`src/rtl/booth_mult_seq.sv`:
```
// Sequential signed Booth multiplier with start/done/abort handshake and its own controller.
// Define BOOTH_RADIX4_EN to select modified-Booth (radix-4) recoding; radix-2 otherwise.
module booth_mult_seq #(
  parameter int N = 16,
  parameter int W = $clog2(N + 1)
) (
  input  logic           clk,
  input  logic           rst_n,
  input  logic           start,
  input  logic           abort,
  input  logic [N-1:0]   multiplicand,
  input  logic [N-1:0]   multiplier,
  output logic           busy,
  output logic           done,
  output logic [2*N-1:0] product
);

`ifdef BOOTH_RADIX4_EN
  // Two guard bits so that adding -2M to a partial sum cannot overflow A.
  localparam int AW   = N + 2;
  localparam int ITER = N / 2;
`else
  // One guard bit so that -M for M = -2^(N-1) still fits.
  localparam int AW   = N + 1;
  localparam int ITER = N;
`endif

  generate
    if (N < 4) begin : g_bad_width
      $error("booth_mult_seq: N must be at least 4");
    end
`ifdef BOOTH_RADIX4_EN
    if ((N % 2) != 0) begin : g_bad_parity
      $error("booth_mult_seq: N must be even for radix-4 recoding");
    end
`endif
  endgenerate

  typedef enum logic [1:0] {
    ST_IDLE = 2'd0,
    ST_RUN  = 2'd1,
    ST_DONE = 2'd2
  } state_t;

  state_t           state_r;
  state_t           state_next_s;
  logic [AW-1:0]    a_r;
  logic [N-1:0]     q_r;
  logic             qm1_r;
  logic [N-1:0]     m_r;
  logic [W-1:0]     count_r;
  logic [2*N-1:0]   product_r;
  logic             busy_r;
  logic             done_r;

  logic             load_s;
  logic             step_s;
  logic             finish_s;
  logic [AW-1:0]    m_ext_s;
  logic [AW-1:0]    addend_s;
  logic [AW-1:0]    sum_s;
  logic [AW-1:0]    a_shift_s;
  logic [N-1:0]     q_shift_s;
  logic             qm1_shift_s;

  assign m_ext_s = {{(AW - N){m_r[N-1]}}, m_r};

  // Booth recoding of the low multiplier bits into the partial-product addend.
  always_comb begin
    addend_s = '0;
`ifdef BOOTH_RADIX4_EN
    case ({q_r[1:0], qm1_r})
      3'b001, 3'b010: addend_s = m_ext_s;
      3'b011:         addend_s = {m_ext_s[AW-2:0], 1'b0};
      3'b100:         addend_s = -{m_ext_s[AW-2:0], 1'b0};
      3'b101, 3'b110: addend_s = -m_ext_s;
      default:        addend_s = '0;
    endcase
`else
    case ({q_r[0], qm1_r})
      2'b01:   addend_s = m_ext_s;
      2'b10:   addend_s = -m_ext_s;
      default: addend_s = '0;
    endcase
`endif
  end

  assign sum_s = a_r + addend_s;

  // Arithmetic right shift of the combined {A, Q, Q[-1]} register after the add.
  always_comb begin
`ifdef BOOTH_RADIX4_EN
    a_shift_s   = {{2{sum_s[AW-1]}}, sum_s[AW-1:2]};
    q_shift_s   = {sum_s[1:0], q_r[N-1:2]};
    qm1_shift_s = q_r[1];
`else
    a_shift_s   = {sum_s[AW-1], sum_s[AW-1:1]};
    q_shift_s   = {sum_s[0], q_r[N-1:1]};
    qm1_shift_s = q_r[0];
`endif
  end

  // Controller next-state logic; abort takes priority over the final iteration.
  always_comb begin
    state_next_s = state_r;
    load_s       = 1'b0;
    step_s       = 1'b0;
    finish_s     = 1'b0;
    case (state_r)
      ST_IDLE: begin
        if (start) begin
          load_s       = 1'b1;
          state_next_s = ST_RUN;
        end else begin
          state_next_s = ST_IDLE;
        end
      end
      ST_RUN: begin
        if (abort) begin
          state_next_s = ST_IDLE;
        end else if (count_r == W'(1)) begin
          step_s       = 1'b1;
          finish_s     = 1'b1;
          state_next_s = ST_DONE;
        end else begin
          step_s       = 1'b1;
          state_next_s = ST_RUN;
        end
      end
      ST_DONE: state_next_s = ST_IDLE;
      default: state_next_s = ST_IDLE;
    endcase
  end

  // State register.
  always_ff @(posedge clk or negedge rst_n) begin
    if (!rst_n) begin
      state_r <= ST_IDLE;
    end else begin
      state_r <= state_next_s;
    end
  end

  // Operand capture and per-iteration datapath update.
  always_ff @(posedge clk or negedge rst_n) begin
    if (!rst_n) begin
      a_r     <= '0;
      q_r     <= '0;
      qm1_r   <= 1'b0;
      m_r     <= '0;
      count_r <= '0;
    end else if (load_s) begin
      a_r     <= '0;
      q_r     <= multiplier;
      qm1_r   <= 1'b0;
      m_r     <= multiplicand;
      count_r <= W'(ITER);
    end else if (step_s) begin
      a_r     <= a_shift_s;
      q_r     <= q_shift_s;
      qm1_r   <= qm1_shift_s;
      count_r <= count_r - W'(1);
    end else begin
      a_r     <= a_r;
      q_r     <= q_r;
      qm1_r   <= qm1_r;
      m_r     <= m_r;
      count_r <= count_r;
    end
  end

  // Product is latched from the final shifted value on entry to DONE and held until then.
  always_ff @(posedge clk or negedge rst_n) begin
    if (!rst_n) begin
      product_r <= '0;
    end else if (finish_s) begin
      product_r <= {a_shift_s[N-1:0], q_shift_s};
    end else begin
      product_r <= product_r;
    end
  end

  // Handshake outputs registered from the next state so they line up with state_r.
  always_ff @(posedge clk or negedge rst_n) begin
    if (!rst_n) begin
      busy_r <= 1'b0;
      done_r <= 1'b0;
    end else begin
      busy_r <= (state_next_s != ST_IDLE);
      done_r <= (state_next_s == ST_DONE);
    end
  end

  assign busy    = busy_r;
  assign done    = done_r;
  assign product = product_r;

endmodule

```
`config.mk`:
```
export PLATFORM = sky130hd
export DESIGN_NAME = booth_mult_seq
export DESIGN_NICKNAME = d
export VERILOG_FILES = /design/src/rtl/booth_mult_seq.sv
export SDC_FILE = /design/constraint.sdc
export NUM_CORES = 1
export LEC_CHECK = 0
export CAP_MARGIN = 40
export CORE_UTILIZATION = 46
export DETAILED_ROUTE_END_ITERATION = 10
export PLACE_DENSITY = 0.69
export SYNTH_ARGS = -nofsm -noshare
export SYNTH_HDL_FRONTEND = slang
export SYNTH_SLANG_ARGS = --single-unit
export TNS_END_PERCENT = 20
```
`constraint.sdc`:
```
create_clock -name clk -period 4.2 [get_ports clk]
set_input_delay 1.26 -clock clk [delete_from_list [all_inputs] [get_ports clk]]
set_output_delay 1.26 -clock clk [all_outputs]
set_load 0.02 [all_outputs]
```
======== Yosys cells after proc, flatten, opt, wreduce, memory -nomap -nowiden ========
Index checks and enable logic that the tools add are counted.
storage, ports and cells
  input bits .............................. 36
  logic and storage cells ................. 40
  flip-flop bits (word level) ............. 91
cells by class
  reductions and logical operators ........ 3
  equality and inequality tests ........... 5
  add/subtract/negate cells ............... 3
  multiplexer cells ....................... 20
operators with widths
  operator               count
  $mux W17               2
  $pmux W17 S2           1
  $mux W16               2
  $add A17 B17 Y17       1
  $neg A17 Y17           1
  $mux W1                10
  $mux W5                2
  $eq A5 B1 Y1 const B   1
  $sub A5 B1 Y5 const B  1
  $eq A2 B1 Y1 const B   2
  $eq A2 B2 Y1 const B   2
  $mux W2                2
  $pmux W2 S2            1
  $reduce_bool A2 Y1     2
  $logic_not A2 Y1       1

======== Longest topological paths before layout ========
Gate-level depths: netlist of the first run.
  depth after elaboration ................. 5
  gate-level depth with buffers ........... 17
  mapped depth without buffers ............ 15

======== Worst setup path before layout of the first run ========
OpenSTA, ideal clock, no wires.
  kind .................................... register to register
  start point ............................. reg m_r[0]
  end point ............................... reg product_r[30] (netlist: product[30])
  period minus slack after synthesis ...... 3.758 ns
  data required time ...................... 4.104 ns
  path slack .............................. 0.442 ns
  arrival time ............................ 3.662 ns
  cell stages (with the launch flop) ...... 16
  path through ............................ dfrtp_1 inv_1 ha_1 or4b_4 or3_1 buf_6 xor2_1 a22oi_1 nor2_1 ha_1 and3_1 clkbuf_1 or4b_2 a21o_1 and3_1 o31ai_1
between the ends
  cells in the longest elaborated chain, start to end .. 3
RTL lines
  element                   line  source
  start: declaration        50    logic [N-1:0] m_r;
  start signal: assignment  156   m_r <= multiplicand;
  start signal: assignment  167   m_r <= m_r;
  $neg A17 Y17              82    2'b10: addend_s = -m_ext_s;
  $pmux W17 S2 (*)          80    case ({q_r[0], qm1_r})
  $add A17 B17 Y17 (*)      88    assign sum_s = a_r + addend_s;
  end signal: assignment    177   product_r <= {a_shift_s[N-1:0], q_shift_s};
  end signal: assignment    179   product_r <= product_r;
  end: declaration          52    logic [2*N-1:0] product_r;
Mark *: on every way between the ends. The rest lies on a longest branch, timed or not.
A chain may end at the register's enable or synchronous reset.

======== Worst setup path in the final report of the first run ========
  start point ............................. reg m_r[2]
  end point ............................... reg product_r[31] (netlist: product[31])
Same word-level chain as after synthesis.

==> results of run 1 <==
-- layer usage --
| metal | track usage, % | up-vias |
|---|---|---|
| met4 | 6.74 | 0 |
| met5 | 0 | - |
| met2 | 37.7 | 88 |
| met1 | 28.1 | 1904 |
| li1 | - | 1994 |
| met3 | 5.30 | 13 |
-- synthesized netlist by cell type (all sizes together) (2+ instances only) --
cell,n
mux2,9
nor2,38
buf,5
clkbuf,26
and4,2
a32oi,3
or3,4
or4b,2
nor4,5
inv,10
a21oi,20
nand3b,2
xor2,8
o21ai,20
ha,21
a22oi,15
and2,2
a211oi,6
xnor2,13
nor4b,2
o21a,4
or4,3
nand4,2
a21o,9
and3,4
nor3b,2
a31oi,9
nand2,161
a22o,13
o22ai,2
o21bai,4
dfrtp,90
o31ai,5
nor2b,2
nor3,7
-- cell type report --
class	instances	area, um2	share of cell area [%]
Inverter	10	37.5	0.637
Sequential cell	90	2250	38.2
Tap cell	136	170	2.89
Clock inverter	4	32.5	0.552
Multi-Input combinational cell	411	2440	41.4
Timing Repair Buffer	82	797	13.5
Clock buffer	12	165	2.80
-- cell usage in the layout (no fill, tap or decap), drive strengths merged, types with 3 or more instances in the layout --
cell,count
o21bai,4
inv,12
and3,4
o21ai,20
clkdlybuf4s50,68
a32oi,3
dfrtp,90
or4,3
xnor2,13
or3,4
clkbuf,12
a21o,9
nor2,38
buf,14
nor3,7
nand2,161
xor2,8
a22o,13
nor4,5
a22oi,15
mux2,9
a21oi,20
o31ai,5
o21a,4
a211oi,6
a31oi,9
ha,21
-- sequential cells by signal (all words and copies together), names as in the netlist --
register	cells
done	1
product	32
a_r	16
q_r	16
count_r	5
qm1_r	1
state_r	2
m_r	16
busy	1
-- power by group --
group	internal, uW	total, uW	switching [uW]
combinational	750	1690	944
clock	268	594	325
sequential	1170	1440	266
total	2190	3730	1540
-- worst min-delay path, stage by stage, from the launching register on --
cell and delay, ns:
dfrtp_1 0.35, nand2_1 0.05, nand2_1 0.06
-- logic make-up after synthesis --
group,count (synthesis),share of synthesized area [%]
buffers and inverters,41,3.78
AND/OR/NAND/NOR,242,21.4
flip-flops,90,46.3
XOR/XNOR,22,4.24
multiplexers,9,2.16
AO/OA/AOI/OAI,116,16.3
adder cells (fa/ha/maj),22,5.81
-- final timing paths --
kind                                         start                      end  slack, ns  depth (start not counted)
max                             m_r[2]$_DFFE_PN0P_  product[31]$_DFFE_PN0P_       0.32                         15
min                        product[10]$_DFFE_PN0P_  product[10]$_DFFE_PN0P_       0.49                          2
max reg2reg                     m_r[2]$_DFFE_PN0P_  product[31]$_DFFE_PN0P_       0.32                         15
min reg2reg                product[10]$_DFFE_PN0P_  product[10]$_DFFE_PN0P_       0.49                          2
max in group asynchronous                    rst_n  product[26]$_DFFE_PN0P_       2.58                          2
min in group asynchronous                    rst_n       m_r[3]$_DFFE_PN0P_       0.89                          1
-- stage by stage --
step	total power, uW	hold WS (ns)	worst slack (ns)	util, %	std cells
floorplan	2560	0.455	0.442	-	542
global placement	3090	0.460	0.324	55.1	727
detailed placement	3140	0.461	0.218	55.3	729
CTS	3750	0.493	0.201	57.3	745
global route	4000	0.511	0.0691	57.4	745
finish	3730	0.488	0.320	57.4	745
==> impl_metrics.tcl, run 1 <==
set metrics [dict create \
    status "finished, final reports clean" \
    syn_nets 600 \
    first_global_vias 4019 \
    arrival_ns 4.13 \
    clock_sinks 90 \
    wl_met3_um 514 \
    setup_viol 0 \
    crit_chain "or4_1, nor4_1, buf_4, nor2b_1, xnor2_1, nand2_1, a21oi_1, ha_1, o21ai_0, o21bai_1, o311ai_1, buf_4, nand3b_1, xnor3_1, mux2_4" \
    path_class "reg2reg" \
    ys_warn_count 0 \
    drt_wl_total_um 11500 \
    fin_crit_sh_pct 92.4 \
    finalCriticalPeriod_ns 3.88 \
    grt_max_degree 48 \
    syn_area_per_cell_um2 8.98 \
    clkSlewWorstSetupHoldPaths_ns 0.10 \
    finalHoldViolCount 0 \
    fp.dieW_um 105 \
    cts_tree "done" \
    die_area_um2 11000 \
    critPathCaptureType "flip-flop" \
    final.setup_skew_ns 0.0184 \
    final_area_um2 5900 \
    fill_cells 933 \
    hold_path.class "reg2reg" \
    remaining_drc_errors 0 \
    cts-buffers-inserted 9 \
    gr-usage-all-layers_pct 22.2 \
    cpMostUsedCell "buf_4" \
    worst_ep_required_time_ns 4.45 \
    wire_per_inst_um 15.4 \
    synth_seq_cells 90 \
    cap_viol_max_count 0 \
    start_util_pct 47.4 \
    cpPeakStageDelay_ns 0.66 \
    leakagePower_uw 0.00283 \
    area_growth_syn_to_layout_pct 21.1 \
    io_buffers 69 \
    slew_headroom_pct 55.9 \
    highest_layer "met4" \
    ys_seq_area_share_pct 46.3 \
    yosys-top-cells-area "dfrtp_1, nand2_1, ha_1, nor2_1, a22o_1" \
    drtPass1Iterations 4 \
    ant_nets 0 \
    path_buf_inv 2 \
    met2_length_um 5580 \
    cts_root_buf "clkbuf_8" \
    num_antenna_cells 0 \
    grt_pass1_wl_um 19400 \
    place_area_um2 5690 \
    vdd_drop_max_mv 0.374 \
    clk_latency_ns 0.37 \
    max_freq_ghz 0.258 \
    critical_path.top_delay_family "simple AND/OR/NAND/NOR gates" \
    rsz0062_at_grt "no" \
    slowest_stage "or4_1" \
    netlist_area_um2 4870 \
    post_cts_buffers 0 \
    die_h_um 105 \
    slew_violations 0 \
    core-area_um2 10300 \
    synthArstFlopShare_pct 100 \
    cts.path.max_buffers 2 \
    grt.overflow.total 0 \
    vias 3999 \
    synth_cell_type_count 56 \
    ctsResizeCount 0 \
    nNetsFinal 662 \
    drt_iter0_markers 167 \
    power-per-cell-area_nw_per_um2 632 \
    rows 37 \
    synth_top_cell_area_share_pct 46.3 \
    yosys.area.top_type "dfrtp_1" \
    gp_congestion 0.829 \
    vias_per_cell 5.37 \
    antenna_found_initial 0 \
    synthCells 542 \
    critPathMaxFanout 7 \
    synth_top_flop_cell "dfrtp_1" \
    drive_above_1_share_pct 8.21 \
    worst_pin_slew_ns 0.658 \
    wl_met1_um 5220 \
    hold_buffers 0 \
    dp.final_hpwl_um 8160 \
    num_io_pins 70 \
    synth_edf_count 0 \
    finalSetupTns_ns 0 \
    cts_max_level 3 \
    start_kind "flip-flop" \
]
(Power assumes the default switching activity.)
==> run 2: changes to the inputs <==
- PLACE_DENSITY: 0.69 -> not set
- PLACE_DENSITY_LB_ADDON: not set -> 0.1
==> run 2 against run 1 <==
Against the previous run: fmax decreased by 2.5%; cell count decreased by 0.13%; global-route usage increased by 0.23 points; non-clock buffer count decreased by 1; via count increased by 1.0%; power increased by 1.4%; largest cell class unchanged; largest power group unchanged; highest routed layer unchanged.
==> impl_metrics.tcl, run 2 (synthesized netlist as in run 1, its figures left out) <==
set metrics [dict create \
    num_io_pins 70 \
    critPathMaxFanout 7 \
    critPathCaptureType "flip-flop" \
    antenna_found_initial 0 \
    rsz0062_at_grt "no" \
    first_global_vias 4065 \
    finalSetupTns_ns 0 \
    fin_crit_sh_pct 94.7 \
    clk_latency_ns 0.36 \
    largest_reg_flops 32 \
    pre_cts_ws_ns 0.262 \
    io_buffers 69 \
    post_cts_buffers 0 \
    status "finished, final reports clean" \
    ctsResizeCount 0 \
    remaining_drc_errors 0 \
    grt_pass1_wl_um 19500 \
    nNetsFinal 661 \
    worst_pin_slew_ns 0.712 \
    cts_root_buf "clkbuf_8" \
    wire_per_inst_um 15.4 \
    start_kind "flip-flop" \
    worst_ep_required_time_ns 4.46 \
    die_area_um2 11000 \
    cpPeakStageDelay_ns 0.61 \
    fill_cells 943 \
    start_util_pct 47.4 \
    cts-buffers-inserted 9 \
    clkSlewWorstSetupHoldPaths_ns 0.09 \
    die_h_um 105 \
    grt_max_degree 57 \
    dp.final_hpwl_um 8120 \
    slowest_stage "or4b_2" \
    crit_chain "inv_1, ha_1, or4b_4, or3_1, xor2_1, a22oi_1, nor2_1, ha_1, and3_2, or4b_2, a21o_1, and3_1, o31ai_1" \
    power-per-cell-area_nw_per_um2 642 \
    final_cell_mix "nand2_1, dfrtp_1, clkdlybuf4s50_1" \
    drive_above_1_share_pct 7.40 \
    hold_buffers 0 \
    core-area_um2 10300 \
    place_area_um2 5680 \
    pwr-share-comb_pct 44.6 \
    leakagePower_uw 0.00283 \
    slew_headroom_pct 52.6 \
    critical_path.top_delay_family "simple AND/OR/NAND/NOR gates" \
    vias 4040 \
    finalCriticalPeriod_ns 3.98 \
    finalHoldViolCount 0 \
    final_area_um2 5900 \
    rows 37 \
    path_class "reg2reg" \
    pwr-share-seq_pct 38.1 \
    drtPass1Iterations 4 \
    fp.dieW_um 105 \
    grt.overflow.total 0 \
    cts.path.max_buffers 2 \
    vias_per_cell 5.43 \
    final_common_cell "nand2_1" \
    drt_wl_total_um 11400 \
    clock_sinks 90 \
    cts_tree "done" \
    arrival_ns 4.24 \
    slew_violations 0 \
    cap_viol_max_count 0 \
    num_antenna_cells 0 \
    final.setup_skew_ns 0.0102 \
    cpMostUsedCell "ha_1" \
    path_buf_inv 1 \
    final_util_pct 57.4 \
    area_growth_syn_to_layout_pct 21.1 \
    setup_ws_ns 0.221 \
    hold_path.class "reg2reg" \
    max_freq_ghz 0.251 \
    gp_congestion 0.866 \
    vdd_drop_max_mv 0.316 \
    ant_nets 0 \
    p_switching_uw 1530 \
    p_int_uw 2260 \
    setup_viol 0 \
    swShare_pct 40.3 \
    drt_iter0_markers 128 \
    gr-usage-all-layers_pct 22.5 \
    pwr-share-clk_pct 17.2 \
    cts_max_level 3 \
]
-- run 2: cell types whose count changed in the layout (fill, tap and decap cells not counted), sizes merged --
cell,delta
buf,-1
clkbuf,-1
clkinvlp,-2
clkinv,+2
inv,-1
bufinv,+2
-- run 2: worst register-to-register path, cell delays in order (launching register included) --
cell	delay, ns
dfrtp_1	0.41
inv_1	0.10
ha_1	0.20
or4b_4	0.49
or3_1	0.44
xor2_1	0.18
a22oi_1	0.15
nor2_1	0.06
ha_1	0.38
and3_2	0.28
or4b_2	0.61
a21o_1	0.19
and3_1	0.17
o31ai_1	0.21
-- run 2: final cells by class --
class	instances	area, um2	area share, %
Tap cell	136	170	2.89
Clock buffer	11	131	2.23
Inverter	10	37.5	0.637
Timing Repair Buffer	81	786	13.3
Multi-Input combinational cell	411	2430	41.3
Sequential cell	90	2250	38.2
Clock inverter	5	86.3	1.46
-- run 2: metrics by stage --
stage          hold WS [ns]  power, uW  std cells
2_1_floorplan         0.455       2560        542
3_3_place_gp          0.460       3110        727
3_5_place_dp          0.464       3140        728
4_1_cts               0.485       3810        744
5_1_grt               0.505       4070        744
6_report              0.482       3780        744
-- run 2: worst paths after layout --
kind	startpoint	to	slack, ns	cells past startpoint
setup / recovery	m_r[0]$_DFFE_PN0P_	product[30]$_DFFE_PN0P_	0.22	13
hold / removal	product[11]$_DFFE_PN0P_	product[11]$_DFFE_PN0P_	0.48	2
setup reg to reg	m_r[0]$_DFFE_PN0P_	product[30]$_DFFE_PN0P_	0.22	13
hold reg to reg	product[11]$_DFFE_PN0P_	product[11]$_DFFE_PN0P_	0.48	2
max in group asynchronous	rst_n	product[24]$_DFFE_PN0P_	2.53	2
min in group asynchronous	rst_n	m_r[12]$_DFFE_PN0P_	0.94	1
-- run 2: routing by layer --
| metal | vias to the layer above | share of wire, % | track usage, % |
|---|---|---|---|
| met5 | - | 0 | 0 |
| met4 | 0 | 2.5 | 9.86 |
| met3 | 26 | 4.4 | 5.55 |
| met2 | 95 | 47 | 36.9 |
| met1 | 1924 | 46 | 28.0 |
| li1 | 1995 | - | - |
-- run 2: power by group through the flow --
stage	clock network, uW	logic (uW)	registers (uW)
3_5_place_dp	0	1680	1460
5_1_grt	704	1870	1490
6_report	652	1690	1440
4_1_cts	676	1690	1440
2_1_floorplan	0	1050	1510
3_3_place_gp	0	1660	1450
